## src/rtl/cnn_window_streamer.sv

```systemverilog
`default_nettype none
// ============================================================================
// Module      : cnn_window_streamer
// Description : Raster pixel stream in, every 3x3 valid convolution window out
//               (row-major bundle, top row first). Optional win_last port is
//               enabled by defining CNN_WIN_LAST_EN.
// Revision    : 1.0 - initial release
// ============================================================================
module cnn_window_streamer #(
    parameter int DW    = 9,
    parameter int IMG_W = 5,
    parameter int IMG_H = 5,
    parameter int CW    = 4
) (
    input  logic              clk,
    input  logic              reset,
    input  logic [DW-1:0]     in_data,
    input  logic              in_valid,
    output logic              in_ready,
    output logic [9*DW-1:0]   win_data,
    output logic              win_valid,
    input  logic              win_ready,
    output logic [CW-1:0]     win_row,
`ifdef CNN_WIN_LAST_EN
    output logic              win_last,
`endif
    output logic [CW-1:0]     win_col
);

    localparam int            AW        = (IMG_W > 1) ? $clog2(IMG_W) : 1;
    localparam logic [CW-1:0] c_col_max = CW'(IMG_W - 1);
    localparam logic [CW-1:0] c_row_max = CW'(IMG_H - 1);
    localparam logic [CW-1:0] c_two     = CW'(2);

    logic [CW-1:0]   col_q, row_q;
    logic [DW-1:0]   lb0_q [IMG_W];
    logic [DW-1:0]   lb1_q [IMG_W];
    logic [DW-1:0]   sa_q  [3][2];
    logic [9*DW-1:0] win_data_q, win_data_d;
    logic            win_valid_q;
    logic            win_last_q;
    logic [CW-1:0]   win_row_q, win_col_q;

    logic [AW-1:0]   w_idx;
    logic [DW-1:0]   w_newcol [3];
    logic            w_accept;
    logic            w_emit;

    assign w_idx    = col_q[AW-1:0];
    assign in_ready = !win_valid_q || win_ready;
    assign w_accept = in_valid && in_ready;
    assign w_emit   = w_accept && (row_q >= c_two) && (col_q >= c_two);

    // Window = two stored columns plus the incoming column, assembled row by row.
    always_comb begin
        w_newcol[0] = lb1_q[w_idx];
        w_newcol[1] = lb0_q[w_idx];
        w_newcol[2] = in_data;
        win_data_d  = '0;
        for (int r = 0; r < 3; r++) begin
            win_data_d[(3*r+0)*DW +: DW] = sa_q[r][0];
            win_data_d[(3*r+1)*DW +: DW] = sa_q[r][1];
            win_data_d[(3*r+2)*DW +: DW] = w_newcol[r];
        end
    end

    // Storage is never visible before being overwritten, so it carries no reset.
    always_ff @(posedge clk) begin
        if (w_accept) begin
            lb1_q[w_idx] <= lb0_q[w_idx];
            lb0_q[w_idx] <= in_data;
            for (int r = 0; r < 3; r++) begin
                sa_q[r][0] <= sa_q[r][1];
                sa_q[r][1] <= w_newcol[r];
            end
        end
    end

    always_ff @(posedge clk) begin
        if (reset) begin
            col_q       <= '0;
            row_q       <= '0;
            win_valid_q <= 1'b0;
            win_data_q  <= '0;
            win_row_q   <= '0;
            win_col_q   <= '0;
            win_last_q  <= 1'b0;
        end else begin
            if (w_accept) begin
                if (col_q == c_col_max) begin
                    col_q <= '0;
                    row_q <= (row_q == c_row_max) ? '0 : row_q + CW'(1);
                end else begin
                    col_q <= col_q + CW'(1);
                end
            end
            if (w_emit) begin
                win_valid_q <= 1'b1;
                win_data_q  <= win_data_d;
                win_row_q   <= row_q - c_two;
                win_col_q   <= col_q - c_two;
                win_last_q  <= (row_q == c_row_max) && (col_q == c_col_max);
            end else if (win_ready) begin
                win_valid_q <= 1'b0;
            end
        end
    end

    assign win_valid = win_valid_q;
    assign win_data  = win_data_q;
    assign win_row   = win_row_q;
    assign win_col   = win_col_q;
`ifdef CNN_WIN_LAST_EN
    assign win_last  = win_last_q;
`else
    logic w_unused_last;
    assign w_unused_last = win_last_q;
`endif

endmodule
`default_nettype wire
```

## config.mk

```make
export PLATFORM = sky130hd
export DESIGN_NAME = cnn_window_streamer
export DESIGN_NICKNAME = d
export VERILOG_FILES = /design/src/rtl/cnn_window_streamer.sv
export SDC_FILE = /design/constraint.sdc
export NUM_CORES = 1
export LEC_CHECK = 0
export CAP_MARGIN = 20
export CORE_MARGIN = 2
export CORE_UTILIZATION = 55
export CTS_CLUSTER_DIAMETER = 100
export DETAILED_ROUTE_END_ITERATION = 8
export PLACE_DENSITY = 0.78
export RECOVER_POWER = 25
export SYNTH_ARGS = -nofsm -noshare
export SYNTH_HDL_FRONTEND = slang
export SYNTH_SLANG_ARGS = --single-unit
```

## constraint.sdc

```tcl
create_clock -name clk -period 5.7 [get_ports clk]
set_input_delay 0.855 -clock clk [delete_from_list [all_inputs] [get_ports clk]]
set_output_delay 0.855 -clock clk [all_outputs]
set_load 0.005 [all_outputs]
```

==> qor.txt, run 1 <==
Sw Share - 0.207
DR vias - 5534
power per cell area - 348 nW/um^2
post-synth cell types - 35
fin util - 0.679
CP endpoint kind - output port
# setup viols final - 0
pin count of the biggest net entering global routing - 100
flops & latches, synth - 245
cells after synthesis - 681
Setup WS post-layout - 2.29 ns
Static Leak - 3.60 nW
row cnt - 46
Non-Filler Instances - 1009
Clock Sink Count - 245
Die Ht - 130 um
Fin. Hold Viols - 0
Tot GR Track Use - 0.208
share of cells above drive strength 1 - 0.0593
Worst Hold Class - reg2reg
CTS Hold Bufs - 0
top cell type's share of synthesized area - 0.493
TNS Setup - 0 ns
Detailed Place HPWL - 10.7 mm
DRT Pass-1 Iters - 5
area leader, netlist - edfxtp_1
htree depth - 1
VDD IR max - 0.213 mV
initial antenna violation count - 0
post-route ant nets - 0
Routed WL per cell - 17.6 um
normalized max-slew margin - 0.163
CTS max path bufs - 3
Initial Util - 0.558
Clock Root Buffer - clkbuf_16
Ys Warns - 0
global-route wire length before repair - 27.3 mm
Final Power - 3.71 mW
clock network power share - 0.416
number of port buffers - 103
CTS tree - built
Crit Path Category - in2out
GRT overflow - 0
Flop pwr share - 0.538
Worst-path clk slew - 0.06 ns
Synth area leaders - edfxtp_1 49%, dfxtp_1 23%, nand2_1 6.4%, mux2i_1 4.6%, a21oi_1 4.0%
CTS Buf Count - 24
Critical Path Source Type - input pin
RSZ-0062 raised after global routing - no
Die Width - 130 um
core area - 15700 um^2
critical path required time - 4.85 ns
Synth Net Count - 707
Layout area overhead - 21.7%
period utilization - 0.599
Slew @ Worst Pin - 1.26 ns
nets - 800
fmax - 293 MHz
routed wire length - 17.8 mm
CP max FO - 7
worst clock skew - 0.0106 ns
sequential area share after synthesis - 0.724
sw power - 768 uW
Post-route DRC - 0
Mapped Area - 8770 um^2
Post-CTS Resized - 0
Mean Syn Cell Area - 12.9 um^2
Max Cap Viol - 0
Inst Count DP - 963
clk_lat worst skew - 0.50 ns
full die area - 17000 um^2
Top-Level Pins - 104
vias in the first global route - 5332
Place WS - 2.09 ns
outcome - finished, final reports clean
detailed router's first-iteration violation count - 512
minimum clock period - 3.41 ns
final RePlAce weighted congestion - 0.806
Comb power frac - 0.045
drt via density - 5.48
Pint - 2.94 mW
Worst Path Arrival - 2.56 ns
Setup Fix Bufs, Post-CTS - 0
Slew Limit Fails - 0
-- sequential cells by signal (all words and copies together), names as in the netlist, named ones only --
name / cells
win_data: 81
sa_q: 54
lb0_q: 45
lb1_q: 45
col_q: 4
row_q: 4
win_col: 4
win_row: 4
win_valid: 1
-- path summary, 6_finish.rpt --
path / slack (ns) / cells past startpoint / end / from
worst max-delay path: 2.29 / 4 / in_ready / win_ready
worst min-delay path: 0.44 / 0 / sa_q[0][17] / sa_q[0][8]
worst max register to register: 2.62 / 4 / win_data[50] / flop
worst min register to register: 0.44 / 0 / sa_q[0][17] / sa_q[0][8]
-- Yosys cell counts --
cell / count
nand4_1: 1
nor4_2: 1
nand3_1: 1
a211oi_1: 1
a311oi_1: 2
clkinv_1: 1
nand2_1: 150
mux2i_1: 40
buf_2: 18
a31oi_1: 1
a211oi_2: 4
or2_2: 1
nor2_1: 46
nand2b_1: 1
ha_1: 13
or4_4: 1
o221ai_1: 18
buf_6: 7
a21o_1: 1
xnor2_1: 4
clkbuf_1: 13
buf_1: 1
buf_4: 1
or4_1: 1
a41o_1: 1
or3_1: 1
a21oi_1: 70
and4_1: 1
nor3_1: 20
nor2b_1: 1
edfxtp_1: 144
inv_1: 8
and3_1: 5
nand4_2: 1
dfxtp_1: 101
-- routing by layer --
layer	vias to the layer above	wire length [um]	global-route usage
li1	2597	-	-
met1	2725	7660	0.280
met2	180	8830	0.345
met3	32	924	0.0295
met4	0	384	0.0816
met5	-	0	0
-- area by class of cell --
cell class	count	area [um^2]
Inverter	9	33.8
Clock inverter	7	90.1
Clock buffer	37	691
Multi-Input combinational cell	387	2160
Sequential cell	245	6350
Antenna cell	1	2.50
Timing Repair Buffer	107	1070
Tap cell	216	270
Fill cell	1084	5040
-- per-stage QoR --
step	hold slack, ns	instance area [um^2]
global route	0.455	10700
CTS	0.442	10700
finish	0.441	10700
floorplan	0.426	8770
global placement	0.435	9880
detailed placement	0.434	9880
-- cell families (layout without fill, tap and decap cells) --
kind of cell | after synthesis | count (layout) | synth area share
buf+inv | 49 | 160 | 0.0300
fa+ha+maj | 13 | 13 | 0.0185
compound gates | 98 | 98 | 0.0692
simple gates | 232 | 232 | 0.109
other cells | 0 | 1 | 0
xor+xnor | 4 | 4 | 0.00399
flops | 245 | 245 | 0.724
mux | 40 | 40 | 0.0457
-- critical path, cell delays in order --
cell             delay (ns)
dlygate4sd3_1          0.54
nor2b_1                0.36
clkinv_1               0.30
clkdlybuf4s50_1        0.51
-- power groups by stage --
stage          Clock [mW]  Sequential, mW  Combinational, mW
2_1_floorplan           0            2.02              0.106
3_3_place_gp            0            2.04              0.154
3_5_place_dp            0            2.04              0.158
4_1_cts              1.57            2.01              0.161
5_1_grt              1.63            2.00              0.181
6_report             1.55            2.00              0.168
-- cells in the final DEF, fill, tap and decap left out, types with 4 or more instances in the layout --
master,synthesis,routed
a21oi_1,70,70
clkdlybuf4s50_1,0,70
ha_1,13,13
dlygate4sd3_1,0,32
clkbuf_1,13,10
o221ai_1,18,18
nor3_1,20,20
xnor2_1,4,4
nand2_1,150,150
buf_4,1,4
dfxtp_1,101,100
and3_1,5,5
mux2i_1,40,40
edfxtp_1,144,144
a211oi_2,4,4
nor2_1,46,45
inv_1,8,8
clkbuf_16,0,25
Power figures use the tool's default switching activity.
==> run 2: changes to the inputs <==
- clock period: 5.7 -> 3.3 ns (I/O delays scaled with it)
==> run 2 against run 1 <==
Net effect: global-route usage up 1.1 points; total power is 77% higher; first-iteration DRC count grew 12%; worst setup slack worse by 1.7 ns; largest cell class unchanged; critical path depth did not move; cell count up 0.99%; non-clock buffer count is 11 higher; clock skew grew 0.0029 ns; count of clock-buffer cells in the layout shrank 7; flip-flop and latch count stayed put.
==> qor.txt, run 2 (synthesis results as in run 1) <==
Crit Path Category - in2reg
Top-Level Pins - 104
Max Cap Viol - 0
Detailed Place HPWL - 11.1 mm
Clock Root Buffer - clkbuf_16
htree depth - 1
full die area - 17000 um^2
row cnt - 46
RSZ-0062 raised after global routing - no
CTS tree - built
placed cell area - 10000 um^2
Place WS - 0.654 ns
CP endpoint kind - flop
global-route wire length before repair - 28.5 mm
CTS Hold Bufs - 0
DRT Pass-1 Iters - 5
TNS Setup - 0 ns
Post-route DRC - 0
Worst Path Arrival - 2.85 ns
Die Ht - 130 um
max FFs per register - 81
clk_lat worst skew - 0.51 ns
Slew @ Worst Pin - 1.40 ns
routed wire length - 18.8 mm
period utilization - 0.831
Critical Path Source Type - input pin
drt via density - 5.54
Final Cell Area - 10800 um^2
Inst Count DP - 975
post-route ant nets - 0
CP max FO - 55
share of cells above drive strength 1 - 0.0760
Setup WS post-layout - 0.558 ns
Fillers - 1055
minimum clock period - 2.74 ns
R2R Setup Slk - 0.88 ns
Layout area overhead - 23.0%
fmax - 365 MHz
critical path required time - 3.41 ns
met3 usage - 0.0349
worst clock skew - 0.0134 ns
power per cell area - 609 nW/um^2
Non-Filler Instances - 1019
# setup viols final - 0
number of port buffers - 103
initial antenna violation count - 0
CTS Buf Count - 24
detailed router's first-iteration violation count - 572
commonest non-fill, non-tap cell in the layout - nand2_1
Static Leak - 3.60 nW
layer with the highest usage - met2
final RePlAce weighted congestion - 0.772
grt met1 use - 0.293
vias in the first global route - 5533
Worst-path clk slew - 0.06 ns
normalized max-slew margin - 0.0651
GRT overflow - 0
nets - 811
register area - 6350 um^2
Fin. Hold Viols - 0
Initial Util - 0.558
core area - 15700 um^2
pin count of the biggest net entering global routing - 92
Routed WL per cell - 18.4 um
CTS max path bufs - 3
GR Util met2 - 0.365
Final Power - 6.57 mW
area of the multi-input gates - 2170 um^2
Post-CTS Resized - 0
Tot GR Track Use - 0.219
Die Width - 130 um
Clock Sink Count - 245
outcome - finished, final reports clean
most frequent cells in the layout - 150 x nand2_1, 144 x edfxtp_1, 100 x dfxtp_1
n_diodes - 0
Setup Fix Bufs, Post-CTS - 0
VDD IR max - 0.417 mV
Slew Limit Fails - 0
DR vias - 5648
Worst Hold Class - reg2reg
==> run 2: cell count changes in the layout (fill, tap and decap cells not counted), moves of 2 or more <==
cell             previous run  this run
clkdlybuf4s50_1            70        92
dlygate4sd3_1              32        10
buf_4                       4        13
clkbuf_1                   10         5
clkinv_2                    3         7
bufinv_16                   2         4
clkinv_1                    2         4
==> run 2: worst max-delay path, cell delays in order <==
cell and delay, ns:
dlygate4sd3_1 0.70, inv_1 0.10, nor2_1 0.40, clkbuf_2 1.10
==> run 2: routing by layer <==
| metal | up-vias | routed length [um] |
|---|---|---|
| met3 | 43 | 1360 |
| met2 | 235 | 9360 |
| li1 | 2615 | - |
| met4 | 0 | 476 |
| met1 | 2755 | 7590 |
| met5 | - | 0 |
==> run 2: final timing paths <==
path                            startpoint           to  cells after the start
worst max-delay path              in_valid  sa_q[2][16]                      4
worst max register to register   win_valid  sa_q[2][16]                      3
worst min register to register  sa_q[2][5]  sa_q[2][14]                      0
worst min-delay path            sa_q[2][5]  sa_q[2][14]                      0
==> run 2: area by class of cell <==
cell class / instances / share of cell area
Sequential cell: 245 / 0.589
Tap cell: 216 / 0.0251
Multi-Input combinational cell: 387 / 0.201
Clock buffer: 30 / 0.0607
Inverter: 9 / 0.00313
Timing Repair Buffer: 118 / 0.106
Clock inverter: 14 / 0.0154
==> run 2: per-stage QoR <==
step | hold slack (ns) | util
global route | 0.460 | 0.686
finish | 0.446 | 0.686
CTS | 0.448 | 0.688
global placement | 0.434 | 0.636
floorplan | 0.426 | -
detailed placement | 0.432 | 0.636
==> run 2: where the power goes <==
part	leakage (nW)	internal, mW	total [mW]	switching, mW
combinational	1.02	0.0868	0.304	0.217
sequential	2.17	3.40	3.45	0.0504
clock	0.409	1.72	2.81	1.09
